`config.mk`:
```
export PLATFORM = sky130hd
export DESIGN_NAME = bram_stream_reader_flat
export DESIGN_NICKNAME = d
export VERILOG_FILES = /design/src/rtl/bram_stream_reader_if.sv /design/src/rtl/bram_stream_reader.sv /design/src/flat_wrapper.sv
export SDC_FILE = /design/constraint.sdc
export NUM_CORES = 1
export LEC_CHECK = 0
export CORE_ASPECT_RATIO = 1.75
export CORE_MARGIN = 2
export CORE_UTILIZATION = 51
export DETAILED_ROUTE_END_ITERATION = 8
export HOLD_SLACK_MARGIN = 0.12
export MAX_ROUTING_LAYER = met4
export PLACE_DENSITY = 0.81
export SETUP_SLACK_MARGIN = 0.02
export SLEW_MARGIN = 20
export SYNTH_ARGS = -nofsm -noshare
export SYNTH_HDL_FRONTEND = slang
export SYNTH_SLANG_ARGS = --single-unit
```
`constraint.sdc`:
```
create_clock -name clk -period 4.4 [get_ports clk]
set_input_delay 0.44 -clock clk [delete_from_list [all_inputs] [get_ports clk]]
set_output_delay 0.44 -clock clk [all_outputs]
set_load 0.01 [all_outputs]
```
`src/rtl/bram_stream_reader_if.sv`:
```
// Bundle between the burst reader, its BRAM read port, its controller and its
// stream consumer. The master modport is the reader's own view.
interface bram_stream_reader_if #(
   parameter int ADDR_W = 5,
   parameter int DATA_W = 4
);
   logic              start;
   logic [ADDR_W-1:0] base_addr;
   logic [ADDR_W:0]   length;
   logic              bram_we;
   logic [ADDR_W-1:0] bram_addr;
   logic [DATA_W-1:0] bram_rdata;
   logic              out_valid;
   logic              out_ready;
   logic [DATA_W-1:0] out_data;
   logic              out_last;
   logic              busy;
   logic              done;

   modport master (
      input  start, base_addr, length, bram_rdata, out_ready,
      output bram_we, bram_addr, out_valid, out_data, out_last, busy, done
   );

   modport slave (
      output start, base_addr, length, bram_rdata, out_ready,
      input  bram_we, bram_addr, out_valid, out_data, out_last, busy, done
   );
endinterface

```
`src/rtl/bram_stream_reader.sv`:
```
// Reads a contiguous (wrapping) run of BRAM words and streams them out,
// hiding the one-cycle read latency behind a 2-entry output buffer.
module bram_stream_reader #(
   parameter int ADDR_W = 5,
   parameter int DATA_W = 4,
   parameter int DEPTH  = 2**ADDR_W
) (
   input  logic                        clk,
   input  logic                        rst_n,
   bram_stream_reader_if.master        bus,
   output logic [1:0]                  o_dbg_state
);
   typedef enum logic [1:0] {S_IDLE = 2'd0, S_RUN = 2'd1, S_FLUSH = 2'd2} state_t;

   localparam logic [ADDR_W:0]   CNT_ONE  = 1;
   localparam logic [ADDR_W-1:0] ADDR_TOP = ADDR_W'(DEPTH - 1);

   state_t            r_state, w_state_nxt;
   logic [ADDR_W-1:0] r_addr;
   logic [ADDR_W:0]   r_issue_cnt, r_out_cnt;
   logic              r_pending, r_done;
   logic [DATA_W-1:0] r_buf0, r_buf1;
   logic [1:0]        r_count;
   logic              w_start_go, w_start_zero, w_pop, w_push, w_issue, w_last_pop, w_busy;
   logic [2:0]        w_occ;

   // Stream handshake: a word transfers on a rising edge where out_valid and
   // out_ready are both 1; once raised, out_valid/out_data/out_last hold until then.
   assign w_start_go   = (r_state == S_IDLE) && bus.start && (bus.length != '0);
   assign w_start_zero = (r_state == S_IDLE) && bus.start && (bus.length == '0);
   assign w_pop        = (r_count != 2'd0) && bus.out_ready;
   assign w_push       = r_pending;
   assign w_occ        = {1'b0, r_count} + {2'b00, r_pending} - {2'b00, w_pop};
   assign w_issue      = (r_state == S_RUN) && (r_issue_cnt != '0) && (w_occ < 3'd2);
   assign w_last_pop   = w_pop && (r_out_cnt == CNT_ONE);

   always_ff @(posedge clk or negedge rst_n) begin
      if (!rst_n) r_state <= S_IDLE;
      else        r_state <= w_state_nxt;
   end

   always_comb begin
      w_state_nxt = r_state;
      unique case (r_state)
         S_IDLE:  if (w_start_go) w_state_nxt = S_RUN;
         S_RUN:   if (w_issue && (r_issue_cnt == CNT_ONE)) w_state_nxt = S_FLUSH;
         S_FLUSH: if (w_last_pop) w_state_nxt = S_IDLE;
         default: w_state_nxt = S_IDLE;
      endcase
   end

   always_comb begin
      w_busy      = (r_state != S_IDLE);
      o_dbg_state = r_state;
   end

   always_ff @(posedge clk or negedge rst_n) begin
      if (!rst_n) begin
         r_addr      <= '0;
         r_issue_cnt <= '0;
         r_out_cnt   <= '0;
         r_pending   <= 1'b0;
         r_done      <= 1'b0;
      end else begin
         r_done    <= w_start_zero || ((r_state == S_FLUSH) && w_last_pop);
         r_pending <= w_issue;
         if (w_start_go) begin
            r_addr      <= bus.base_addr;
            r_issue_cnt <= bus.length;
         end else if (w_issue) begin
            r_addr      <= (r_addr == ADDR_TOP) ? '0 : r_addr + 1'b1;
            r_issue_cnt <= r_issue_cnt - 1'b1;
         end
         if (w_start_go)  r_out_cnt <= bus.length;
         else if (w_pop)  r_out_cnt <= r_out_cnt - 1'b1;
      end
   end

   // Head entry lives in r_buf0 so the stream outputs come straight from a register.
   always_ff @(posedge clk or negedge rst_n) begin
      if (!rst_n) begin
         r_buf0  <= '0;
         r_buf1  <= '0;
         r_count <= 2'd0;
      end else begin
         unique case ({w_push, w_pop})
            2'b10: begin
               if (r_count == 2'd0) r_buf0 <= bus.bram_rdata;
               else                 r_buf1 <= bus.bram_rdata;
               r_count <= r_count + 2'd1;
            end
            2'b01: begin
               r_buf0  <= r_buf1;
               r_count <= r_count - 2'd1;
            end
            2'b11: begin
               if (r_count == 2'd1) r_buf0 <= bus.bram_rdata;
               else begin
                  r_buf0 <= r_buf1;
                  r_buf1 <= bus.bram_rdata;
               end
            end
            default: ;
         endcase
      end
   end

   a_no_overflow: assert property (@(posedge clk) disable iff (!rst_n)
      !(w_push && !w_pop && (r_count == 2'd2)));

   assign bus.bram_we   = 1'b0;
   assign bus.bram_addr = r_addr;
   assign bus.out_valid = (r_count != 2'd0);
   assign bus.out_data  = r_buf0;
   assign bus.out_last  = (r_count != 2'd0) && (r_out_cnt == CNT_ONE);
   assign bus.busy      = w_busy;
   assign bus.done      = r_done;
endmodule

```
`src/flat_wrapper.sv`:
```
// flat-port wrapper written by rule: the top's interface ports become plain ports
module bram_stream_reader_flat 
#(
   parameter int ADDR_W = 5,
   parameter int DATA_W = 4,
   parameter int DEPTH  = 2**ADDR_W
)
  (clk, rst_n, o_dbg_state, bus_start, bus_base_addr, bus_length, bus_bram_rdata, bus_out_ready, bus_bram_we, bus_bram_addr, bus_out_valid, bus_out_data, bus_out_last, bus_busy, bus_done);
  bram_stream_reader_if #(.ADDR_W(ADDR_W), .DATA_W(DATA_W)) bus_i ();
  input  logic clk;
  input  logic rst_n;
  output logic [1:0] o_dbg_state;
  input wire logic [$bits(bus_i.start)-1:0] bus_start;
  input wire logic [$bits(bus_i.base_addr)-1:0] bus_base_addr;
  input wire logic [$bits(bus_i.length)-1:0] bus_length;
  input wire logic [$bits(bus_i.bram_rdata)-1:0] bus_bram_rdata;
  input wire logic [$bits(bus_i.out_ready)-1:0] bus_out_ready;
  output wire logic [$bits(bus_i.bram_we)-1:0] bus_bram_we;
  output wire logic [$bits(bus_i.bram_addr)-1:0] bus_bram_addr;
  output wire logic [$bits(bus_i.out_valid)-1:0] bus_out_valid;
  output wire logic [$bits(bus_i.out_data)-1:0] bus_out_data;
  output wire logic [$bits(bus_i.out_last)-1:0] bus_out_last;
  output wire logic [$bits(bus_i.busy)-1:0] bus_busy;
  output wire logic [$bits(bus_i.done)-1:0] bus_done;
  assign bus_i.start = bus_start;
  assign bus_i.base_addr = bus_base_addr;
  assign bus_i.length = bus_length;
  assign bus_i.bram_rdata = bus_bram_rdata;
  assign bus_i.out_ready = bus_out_ready;
  assign bus_bram_we = bus_i.bram_we;
  assign bus_bram_addr = bus_i.bram_addr;
  assign bus_out_valid = bus_i.out_valid;
  assign bus_out_data = bus_i.out_data;
  assign bus_out_last = bus_i.out_last;
  assign bus_busy = bus_i.busy;
  assign bus_done = bus_i.done;
  bram_stream_reader #(.ADDR_W(ADDR_W), .DATA_W(DATA_W), .DEPTH(DEPTH)) u_core (.clk(clk), .rst_n(rst_n), .bus(bus_i), .o_dbg_state(o_dbg_state));
endmodule
```
Word level (Yosys, flattened, before mapping)

Cells that the tools add are included.

Muxes and demuxes: 18
Equal/unequal tests: 15
$add $sub $neg: 7
Reduce and logical (&&, ||, !) cells: 26
$lt $le $gt $ge: 1

Operators by type and width:

| cell                | number |
|---|---|
| $mux 6              | 4 |
| $mux 4              | 4 |
| $mux 5              | 3 |
| $eq 6x1->1 const B  | 2 |
| $pmux 4 s3          | 1 |
| $reduce_bool 2->1   | 6 |
| $reduce_bool 6->1   | 2 |
| $sub 6x1->6 const B | 2 |
| $logic_and 1x1->1   | 10 |
| $pmux 4 s2          | 1 |
| $eq 2x1->1 const B  | 3 |
| $eq 2x2->1 const B  | 3 |
| $logic_not 6->1     | 1 |
| $mux 2              | 3 |
| $ne 2x1->1 const B  | 3 |
| $ne 2x2->1 const B  | 3 |
| $pmux 2 s3          | 1 |
| $reduce_and 3->1    | 2 |
| $add 5x1->5 const B | 1 |
| $eq 5x5->1 const B  | 1 |
| $logic_not 2->1     | 2 |
| $pmux 2 s2          | 1 |
| $add 2x1->3         | 1 |
| $lt 3x2->1 const B  | 1 |
| 6 further kinds     | 6 |

Word-level logic and storage cells: 76
Input bits: 19
Register bits: 31
Output and inout bits: 16

Longest topological paths before layout

Gate-level depths: netlist (run 1).

Word-level depth: 8
Mapped depth: 13
Mapped depth without buffers: 12

Least setup slack after synthesis (run 1)

Ideal clock, no wire load.

Kind: register to register
Start: register u_core.r_count[1]
End: register u_core.r_addr[3], in the netlist u_core.bus.bram_addr[3]
Buffers on the path: 1
Slack: 1.173 ns
Required time: 4.314 ns
Setup time: 0.086 ns
Arrival time: 3.141 ns
Clock period less this slack: 3.227 ns
Stages on the path, launching flop included: 13
Cell sequence: dfrtp_1 inv_1 ha_1 and2b_1 inv_1 ha_1 nand2b_1 fa_1 xor2_1 a211o_1 buf_6 or4_4 a32oi_2

Cells in the longest elaborated chain, start to end: 6
Elaborated cells on any way between the ends: 7
Classes of those cells: add/sub: 2; order compare: 1; reduce/logical: 4

RTL lines:

| what                                                | RTL line                 | source |
|---|---|---|
| start: declaration                                  | bram_stream_reader.sv:23 | `logic [1:0] r_count;` |
| start signal: assignment                            | bram_stream_reader.sv:90 | `r_count <= r_count + 2'd1;` |
| start signal: assignment                            | bram_stream_reader.sv:94 | `r_count <= r_count - 2'd1;` |
| branches (longest 2 deep; another with $add 2x1->3) | n/a                      |  |
| $sub 3x1->3 (*)                                     | bram_stream_reader.sv:33 | `assign w_occ = {1'b0, r_count} + {2'b00, r_pending} - {2'b00, w_pop};` |
| $lt 3x2->1 (*)                                      | bram_stream_reader.sv:34 | `assign w_issue = (r_state == S_RUN) && (r_issue_cnt != '0) && (w_occ < 3'd2);` |
| $logic_and 1x1->1 (*)                               | bram_stream_reader.sv:34 |  |
| $reduce_bool 2->1 (no line) (*)                     | n/a                      |  |
| end signal: assignment                              | bram_stream_reader.sv:68 | `r_addr <= bus.base_addr;` |
| end signal: assignment                              | bram_stream_reader.sv:71 | `r_addr <= (r_addr == ADDR_TOP) ? '0 : r_addr + 1'b1;` |
| end: declaration                                    | bram_stream_reader.sv:19 | `logic [ADDR_W-1:0] r_addr;` |

Mark *: on every way between the ends.
A chain may end at the register's enable or synchronous reset.

Worst setup path after layout (run 1)

Start: register u_core.r_count[1]
End: register u_core.r_issue_cnt[2]

Cells in the longest elaborated chain, start to end: 6
Elaborated cells on any way between the ends: 7
Classes of those cells: add/sub: 2; order compare: 1; reduce/logical: 4

RTL lines:

| what                                                | RTL line                 | source |
|---|---|---|
| branches (longest 2 deep; another with $add 2x1->3) | n/a                      |  |
| $sub 3x1->3 (*)                                     | bram_stream_reader.sv:33 |  |
| $lt 3x2->1 (*)                                      | bram_stream_reader.sv:34 |  |
| $logic_and 1x1->1 (*)                               | bram_stream_reader.sv:34 |  |
| $reduce_bool 2->1 (no line) (*)                     | n/a                      |  |
| end signal: assignment                              | bram_stream_reader.sv:69 | `r_issue_cnt <= bus.length;` |
| end signal: assignment                              | bram_stream_reader.sv:72 | `r_issue_cnt <= r_issue_cnt - 1'b1;` |
| end: declaration                                    | bram_stream_reader.sv:20 | `logic [ADDR_W:0] r_issue_cnt, r_out_cnt;` |

Marks and branches as above.

==> results.md, run 1 <==
Setup path:
- The setup path with the least slack is of type reg2reg.
- The slowest stage of the critical path belongs to the cell fa_1.
- In this run the worst setup path terminates at u_core.r_issue_cnt[2]$_DFFE_PN0P_.
- The largest stage delay on the critical path is 0.48 ns.
- The kind of cell adding the most delay to the critical path is adder cells.
- For flop-to-flop paths, the worst setup slack is 1.00 ns.
- The endpoint identified for the worst register-to-register timing path is u_core.r_issue_cnt[2]$_DFFE_PN0P_.
- The number of buffers and inverters on the critical path is 3.
- The worst setup path is captured at a register.
- The arrival time at the worst endpoint is 3.56 ns.
- Walking the worst path, the cells encountered are inv_1, ha_1, and2b_1, inv_1, ha_1, nand2b_1, fa_1, nand3b_1, a211o_1, buf_4, mux2i_1, a221o_1.
- The critical path starts at u_core.r_count[1]$_DFFE_PN0N_.
- The worst register-to-register path begins at u_core.r_count[1]$_DFFE_PN0N_.
- Data on the critical path is required at its endpoint by 4.56 ns.
- The logic depth of the worst setup path including buffers is 12.
- The number of cells on the worst reg-to-reg path is 12.
- Along the worst path, the maximum fanout reaches 16.
- STA classifies the critical path startpoint as a register.

Clock network:
- Hold repair after CTS inserted 0 buffers.
- The clock tree synthesis step divided the H-tree into 2 levels.
- Post-CTS timing repair inserted 0 buffers for setup.
- For the worst-skew pair, the clock arrives at the later sink with an insertion delay of 0.28 ns.
- The count of instances resized after the clock tree is built is 0.
- The buffer cell driving the clock tree root is clkbuf_8.
- The clock transition at the register clock pins on the worst setup and hold paths after CTS is 0.06 ns.
- CTS saw 31 sinks.
- The total CTS buffers is 5.
- The clock tree from TritonCTS is built.
- The number of buffers on the longest clock path is 2.

Timing:
- Summed over all failing endpoints, the final setup total negative slack is 0 ns.
- The maximum clock frequency is 294 MHz.
- The number of hold-slack violations in the final timing report came to 0.
- The final max-slew violation count is 0.
- Between clock sinks in the finished design, the worst skew comes to 0.00610 ns.
- The transition time of the tightest slew-check pin is 0.848 ns.
- In this run the tightest slew margin relative to its limit is 43.4%.
- Setup repair after global routing left no endpoint under its margin.
- The total of endpoints with negative setup slack in the final report is 0.
- For the finished layout, the period the worst path requires is 3.40 ns.
- The final clock period utilization by the worst path is 77.3%.

Placed design:
- At the end of routability-driven placement, the weighted congestion stood at 0.872.
- Summing all placed instances gives a cell area of 2110 µm².
- The HPWL after detailed placement is 2850 µm.
- Port buffering added 33 buffers.

Yosys:
- The post-synthesis async set-or-reset flop share is 100%.
- Counting flops with a built-in enable in the synthesized netlist gives 0.
- During synthesis, Yosys emitted a total of 0 warnings.
- Summing the sequential cell areas from Yosys gives 44.6% of the chip area.
- The netlist area before placement is 1740 µm².
- After synthesis the netlist holds a flip-flop and latch count of 31.
- The leading register cell type out of synthesis is dfrtp_1.
- After synthesis, the mean cell area works out to 10.0 µm².
- The number of distinct library cell variants in the gate-level netlist after synthesis is 41.
- Counting every net in the synthesized netlist gives 204.
- The number of instances in the synthesized netlist is 174.

Global routing:
- The first-pass GRT wire length is 6240 µm.
- The via count of the first global-routing pass is 1451.
- The maximum number of pins on one net before global-route repair is 32.
- The number of antenna violations at the first check in global routing is 0.
- After global routing the overflow that remains totals 0.
- The overall fraction of global-route tracks in use is 23.0%.

Drt:
- Wires add up to 3600 µm.
- The violation count after the first detailed-routing iteration is 35.
- For this run, design rule violations remaining after detail routing come to 0.
- The total iterations of the first detailed-routing run is 4.
- The number of vias after detailed routing is 1395.
- The routed length per placed instance is 14.0 µm.
- The number of vias per cell is 5.43.
- The remaining number of nets flagged by the antenna check after routing is 0.

Layout:
- The register cell area after layout is 776 µm².
- The final design instance area without fill is 2210 µm².
- The layout-stage area growth over the synthesis result is 26.9%.
- The filler cell count in the final layout is 272.
- At the end of the flow, the number of nets in the layout was 241.
- The library cell used most frequently in the layout, excluding fill and tap cells, is clkdlybuf4s50_1.
- The area of the multi-input gates is 882 µm².
- 0 antenna diodes ended up in the layout.
- The library cells used most frequently in the layout, excluding fill and tap cells, are clkdlybuf4s50_1, dfrtp_1, nand2_1.
- The fraction of final layout cells with drive strength greater than 1 is 9.91%.

Worst hold path:
- The min-delay analysis places its worst path in the category reg2reg.
- In this run the most critical hold path is launched from u_core.bus.out_data[0]$_DFFE_PN0P_.

Floorplanning:
- For this configuration, the core starts out at a cell density of 52.3%.
- The die is 48.2 µm wide.
- The die is 81.3 µm tall.
- The placeable core region is 3330 µm².
- For this design the top-level I/O count stands at 35.
- The die covers 3910 µm².
- The number of placement rows is 28.

Run:
- Max-cap violations in this run came to 0.

Power and ir drop:
- The leakage component of the power is 0.000986 µW.
- IR analysis of the VDD net gives a maximum drop of 529 µV.
- Dividing total power by cell area gives a power density of 743 nW/µm².

Status:
- The flow ran to the end, and the final reports show no timing, DRC or antenna violations.
==> tightest hold or removal path: stages (launching register included) <==
cell     delay [ns]
dfrtp_1        0.34
nand2_1        0.04
o21ai_0        0.06
==> power by group <==
part | switching (µW) | internal, µW
Sequential | 129 | 426
Clock | 99.1 | 143
Combinational | 415 | 429
==> per-layer routing <==
layer / part of all wire [%] / routed length (µm) / up-vias / global-route usage (%)
li1: - / - / 673 / -
met1: 39 / 1420 / 669 / 26.2
met2: 55 / 1970 / 46 / 37.6
met3: 3.9 / 142 / 7 / 4.22
met4: 1.9 / 69 / 0 / 9.73
met5: 0 / 0 / - / -
==> registers in the layout, summed over array words and instances, names as in the netlist <==
name,flops
u_core.bus.done,1
u_core.bus.out_data,4
u_core.r_buf1,4
u_core.r_issue_cnt,6
u_core.r_count,2
u_core.bus.bram_addr,5
u_core.r_pending,1
u_core.r_out_cnt,6
u_core.o_dbg_state,2
==> kinds of logic (layout without fill, tap and decap cells) <==
group	Yosys count	in the layout	synth area share, %
simple gates	57	57	16.5
compound gates	33	33	12.9
flops	31	31	44.6
buf+inv	18	56	4.74
mux	12	12	7.19
fa+ha+maj	11	11	8.34
xor+xnor	11	11	5.54
other cells	1	1	0.215
==> synth_stat cells, types with 2 or more instances <==
master | count | area (µm²)
o211ai_1 | 4 | 30.0
xnor2_1 | 8 | 70.1
xor2_1 | 3 | 26.3
nand2_1 | 21 | 78.8
nor3b_1 | 2 | 15.0
nand3_1 | 7 | 35.0
ha_1 | 10 | 125
mux2_2 | 4 | 45.0
inv_1 | 12 | 45.0
nor3_1 | 2 | 10.0
buf_2 | 3 | 15.0
or2_2 | 2 | 12.5
or3_1 | 2 | 12.5
o21ai_0 | 13 | 65.1
and3_1 | 2 | 12.5
nor2_1 | 9 | 33.8
dfrtp_1 | 31 | 776
a21oi_1 | 4 | 20.0
a221o_1 | 3 | 30.0
mux2i_1 | 8 | 80.1
nor4_1 | 3 | 18.8
a21o_1 | 2 | 15.0
==> worst min path at each step <==
stage,depth (start not counted),to,slack (ns)
floorplan,0,u_core.bus.bram_addr[0]$_DFFE_PN0P_,0.14
global placement,2,u_core.bus.out_data[3]$_DFFE_PN0P_,0.47
detailed placement,2,u_core.bus.out_data[1]$_DFFE_PN0P_,0.47
CTS,2,u_core.bus.out_data[1]$_DFFE_PN0P_,0.49
global route,2,u_core.bus.out_data[0]$_DFFE_PN0P_,0.53
finish,2,u_core.bus.out_data[0]$_DFFE_PN0P_,0.48
==> metrics by stage <==
| step | utilization (%) | std cells | power (µW) | worst slack [ns] | hold WS (ns) |
|---|---|---|---|---|---|
| after floorplan | - | 174 | 1140 | 1.17 | 0.144 |
| after global placement | 63.3 | 249 | 1370 | 1.01 | 0.466 |
| after detailed placement | 63.3 | 249 | 1400 | 0.929 | 0.472 |
| after CTS | 66.4 | 257 | 1650 | 1.00 | 0.486 |
| after global routing | 66.4 | 257 | 1800 | 0.794 | 0.528 |
| final | 66.4 | 257 | 1640 | 1.00 | 0.479 |
==> area by class of cell <==
class                   count  share of cell area (%)
multi-input cells         125                    39.9
flip-flops and latches     31                    35.1
repair buffers             35                    15.6
clock buffers               8                    4.53
well taps                  45                    2.55
inverters                  13                    2.21
Note: power is estimated with default switching activity, not from simulation.
==> inputs of run 2 (changes only) <==
--- a/config.mk
+++ b/config.mk
@@ -7,11 +7,11 @@
 export LEC_CHECK = 0
 export CORE_ASPECT_RATIO = 1.75
 export CORE_MARGIN = 2
-export CORE_UTILIZATION = 51
+export CORE_UTILIZATION = 46
 export DETAILED_ROUTE_END_ITERATION = 8
 export HOLD_SLACK_MARGIN = 0.12
 export MAX_ROUTING_LAYER = met4
-export PLACE_DENSITY = 0.81
+export PLACE_DENSITY = 0.77
 export SETUP_SLACK_MARGIN = 0.02
 export SLEW_MARGIN = 20
 export SYNTH_ARGS = -nofsm -noshare
==> constraint.sdc (replaced) <==
create_clock -name clk -period 2.7 [get_ports clk]
set_input_delay 0.27 -clock clk [delete_from_list [all_inputs] [get_ports clk]]
set_output_delay 0.27 -clock clk [all_outputs]
set_load 0.01 [all_outputs]
==> run 2 against run 1 <==
The flow now finishes with violations (negative setup slack). Cell count increased by 6.6%. Clock skew shrank 0.00060 ns. Largest power group unchanged. Global-route usage rose by 0.41 points. Non-clock buffer count rose by 16. Highest routed layer unchanged. Combinational power increased by 110%. Maximum frequency is 18% higher. Critical path depth stayed put. Critical path type unchanged. Die area increased by 10%.
==> results.md, run 2 (synthesized netlist as in run 1, its figures left out) <==
Worst hold path:
- The kind of path behind the tightest hold check is in2async.

Timing:
- Counting I/O delays and the setup requirement, the final critical path takes 2.87 ns.
- The hold slack is 0.399 ns.
- The number of hold-slack violations in the final timing report is 0.
- The setup clock skew after layout is 0.00550 ns.
- Setup violations remaining at the end of the flow were counted as 7.
- After layout, the worst setup slack is -0.170 ns.
- In this run the tightest slew margin relative to its limit is 66.3%.
- The final max-slew violation count came to 0.
- The final clock period utilization by the worst path is 106%.
- Setup repair after global routing could not meet its margin everywhere.
- The transition time of the tightest slew-check pin is 0.506 ns.
- The maximum clock frequency is 348 MHz.

Layout:
- The final core utilization is 65.8%.
- In the final layout, the multi-input gates occupy 955 µm².
- The layout-stage area growth over the synthesis result is 37.1%.
- After the last flow step, the layout net total stands at 257.
- The total inserted antenna cells is 0.
- The final design instance area without fill is 2390 µm².
- Fill cells in the final layout number 292.
- The library cell used most frequently in the layout, excluding fill and tap cells, is clkdlybuf4s50_1.
- The fraction of final layout cells with drive strength greater than 1 is 21.5%.
- Leaving out fill and tap cells, the most frequent cells in the layout are clkdlybuf4s50_1, dfrtp_1, nand2_1.
- The register cell area after layout is 776 µm².

Floorplanning:
- The die is 85.4 µm tall.
- The floorplan step defined a die boundary enclosing 4310 µm².
- The core region is 3630 µm².
- Pin placement for this block handled 35 I/O pins.
- Once the floorplan was initialized, standard cells occupied 48.0% of the core.
- The number of placement rows is 29.
- Measured along the x axis, the die boundary spans 50.5 µm.

Clock network:
- The clock tree from TritonCTS is built.
- For the worst-skew pair, the clock arrives at the later sink with an insertion delay of 0.28 ns.
- The clock net in this run drives a total of 31 sinks.
- TritonCTS created 5 clock buffers.
- The clock passes through at most 2 buffers.
- The number of levels in the clock H-tree is 2.
- The cell sitting at the root of the clock tree is a clkbuf_8.
- The clock transition at the register clock pins on the worst setup and hold paths after CTS is 0.07 ns.

Setup path:
- The worst-path maximum fanout is 6.
- Across all register-to-register paths, the minimum setup slack is -0.17 ns.
- STA classifies the critical path startpoint as a register.
- The critical path is of the reg2reg type.
- Measured in cells, the most critical reg-to-reg path has a length of 12.
- The endpoint of the lowest-slack register-to-register path is u_core.bus.bram_addr[0]$_DFFE_PN0P_.
- The beginning of the worst register-to-register path is u_core.r_count[1]$_DFFE_PN0N_.
- The endpoint class of the critical path is a register.
- The destination of the critical timing path is u_core.bus.bram_addr[0]$_DFFE_PN0P_.
- The required time of the worst setup path is 2.91 ns.
- STA puts the critical path data arrival time at 3.08 ns.
- In this run the worst setup path begins at u_core.r_count[1]$_DFFE_PN0N_.

Placed design:
- The weighted congestion at the end of routability-driven global placement is 0.937.
- The HPWL after detailed placement is 3120 µm.
- The number of input and output port buffers inserted is 33.
- The area after detailed placement is 2240 µm².
- The worst slack after detailed placement is -0.359 ns.

Global routing:
- The sum of overflow across all layers after global routing is 0.
- Entering global routing, the biggest net connects 32 pins.
- The number of antenna violations at the first check in global routing is 0.
- The first global-routing pass estimated 7250 µm of wire.
- Global routing used 23.4% of the available tracks.
- The via count of the first global-routing pass is 1605.

Power and ir drop:
- VDD sags by at most 803 µV.
- The power per standard cell area is 1260 nW/µm².
- The leakage component of the power is 0.00107 µW.

Drt:
- The detailed router placed 1493 vias in this run.
- The number of remaining DRC errors is 0.
- The post-detailed-routing wire length is 4230 µm.
- In the final routed layout, each cell accounts on average for 15.4 µm.
- In this run the remaining antenna-violating nets after routing total 0.
- The number of vias per cell is 5.45.
- The total iterations of the first detailed-routing run is 4.
- After the first detailed-routing iteration, the DRC count stood at 33.

Status:
- The final reports fail on negative setup slack.
- The run finished, with violations left.

Run:
- Max-cap violations in this run came to 0.
[run 2: cell types whose count changed in the layout (fill, tap and decap cells not counted), moves of 2 or more]
cell      before  now
buf_4          2   18
clkbuf_8       7    5
ha_1          10    8
ha_4           0    2
inv_1         12    9
inv_2          1    3
o21ai_0       13   11
o21ai_1        0    2
[run 2: power by group]
| group | total [µW] | switching [µW] | internal (µW) |
|---|---|---|---|
| sequential | 894 | 199 | 695 |
| clock | 351 | 170 | 181 |
| combinational | 1770 | 813 | 960 |
[run 2: stage by stage]
stage / power [µW] / std cells / TNS, ns
6_report: 3020 / 274 / -0.726
5_1_grt: 3280 / 274 / -1.76
4_1_cts: 2980 / 273 / -0.502
3_5_place_dp: 2480 / 263 / -2.50
3_3_place_gp: 2410 / 263 / -1.97
2_1_floorplan: 1910 / 174 / -1.87
[run 2: routing by layer]
layer  vias up  track usage, %  part of all wire (%)
met5         -               -                     0
met4         0            11.8                   3.1
met3        10            4.40                   2.9
met2        36            41.1                    56
met1       737            24.2                    38
li1        710               -                     -
[run 2: how the worst min path moves through the flow]
stage / from / endpoint / slack [ns] / cells after the start
4_1_cts: rst_n / u_core.r_buf1[3]$_DFFE_PN0P_ / 0.41 / 2
5_1_grt: rst_n / u_core.r_buf1[3]$_DFFE_PN0P_ / 0.43 / 2
6_report: rst_n / u_core.bus.out_data[1]$_DFFE_PN0P_ / 0.40 / 2
3_5_place_dp: u_core.bus.out_data[0]$_DFFE_PN0P_ / u_core.bus.out_data[0]$_DFFE_PN0P_ / 0.47 / 2
2_1_floorplan: rst_n / u_core.bus.bram_addr[0]$_DFFE_PN0P_ / -0.03 / 0
3_3_place_gp: u_core.bus.out_data[1]$_DFFE_PN0P_ / u_core.bus.out_data[1]$_DFFE_PN0P_ / 0.46 / 2
[run 2: worst max-delay path: stages, from the launching register on]
cell and delay (ns):
dfrtp_1 0.39, inv_2 0.09, ha_4 0.14, and2b_2 0.24, inv_4 0.07, ha_4 0.20, nand2b_4 0.14, fa_2 0.52
nand3b_1 0.09, a211o_4 0.31, buf_4 0.15, or3_4 0.33, a2bb2oi_2 0.14
[run 2: what timing repair did]
| action | in CTS | in global routing |
|---|---|---|
| resized for setup | 7 | 2 |
| setup buffers | 2 | 1 |
| setup endpoints to repair | 13 | 13 |
| hold buffers | 0 | 0 |
| pin swaps | 2 | 2 |
[run 2: cell type report]
| cell class | count | share of cell area (%) |
|---|---|---|
| Clock inverter | 1 | 0.210 |
| Tap cell | 46 | 2.41 |
| Multi-Input combinational cell | 125 | 40.0 |
| Inverter | 13 | 2.15 |
| Sequential cell | 31 | 32.5 |
| Timing Repair Buffer | 51 | 19.5 |
| Clock buffer | 7 | 3.20 |
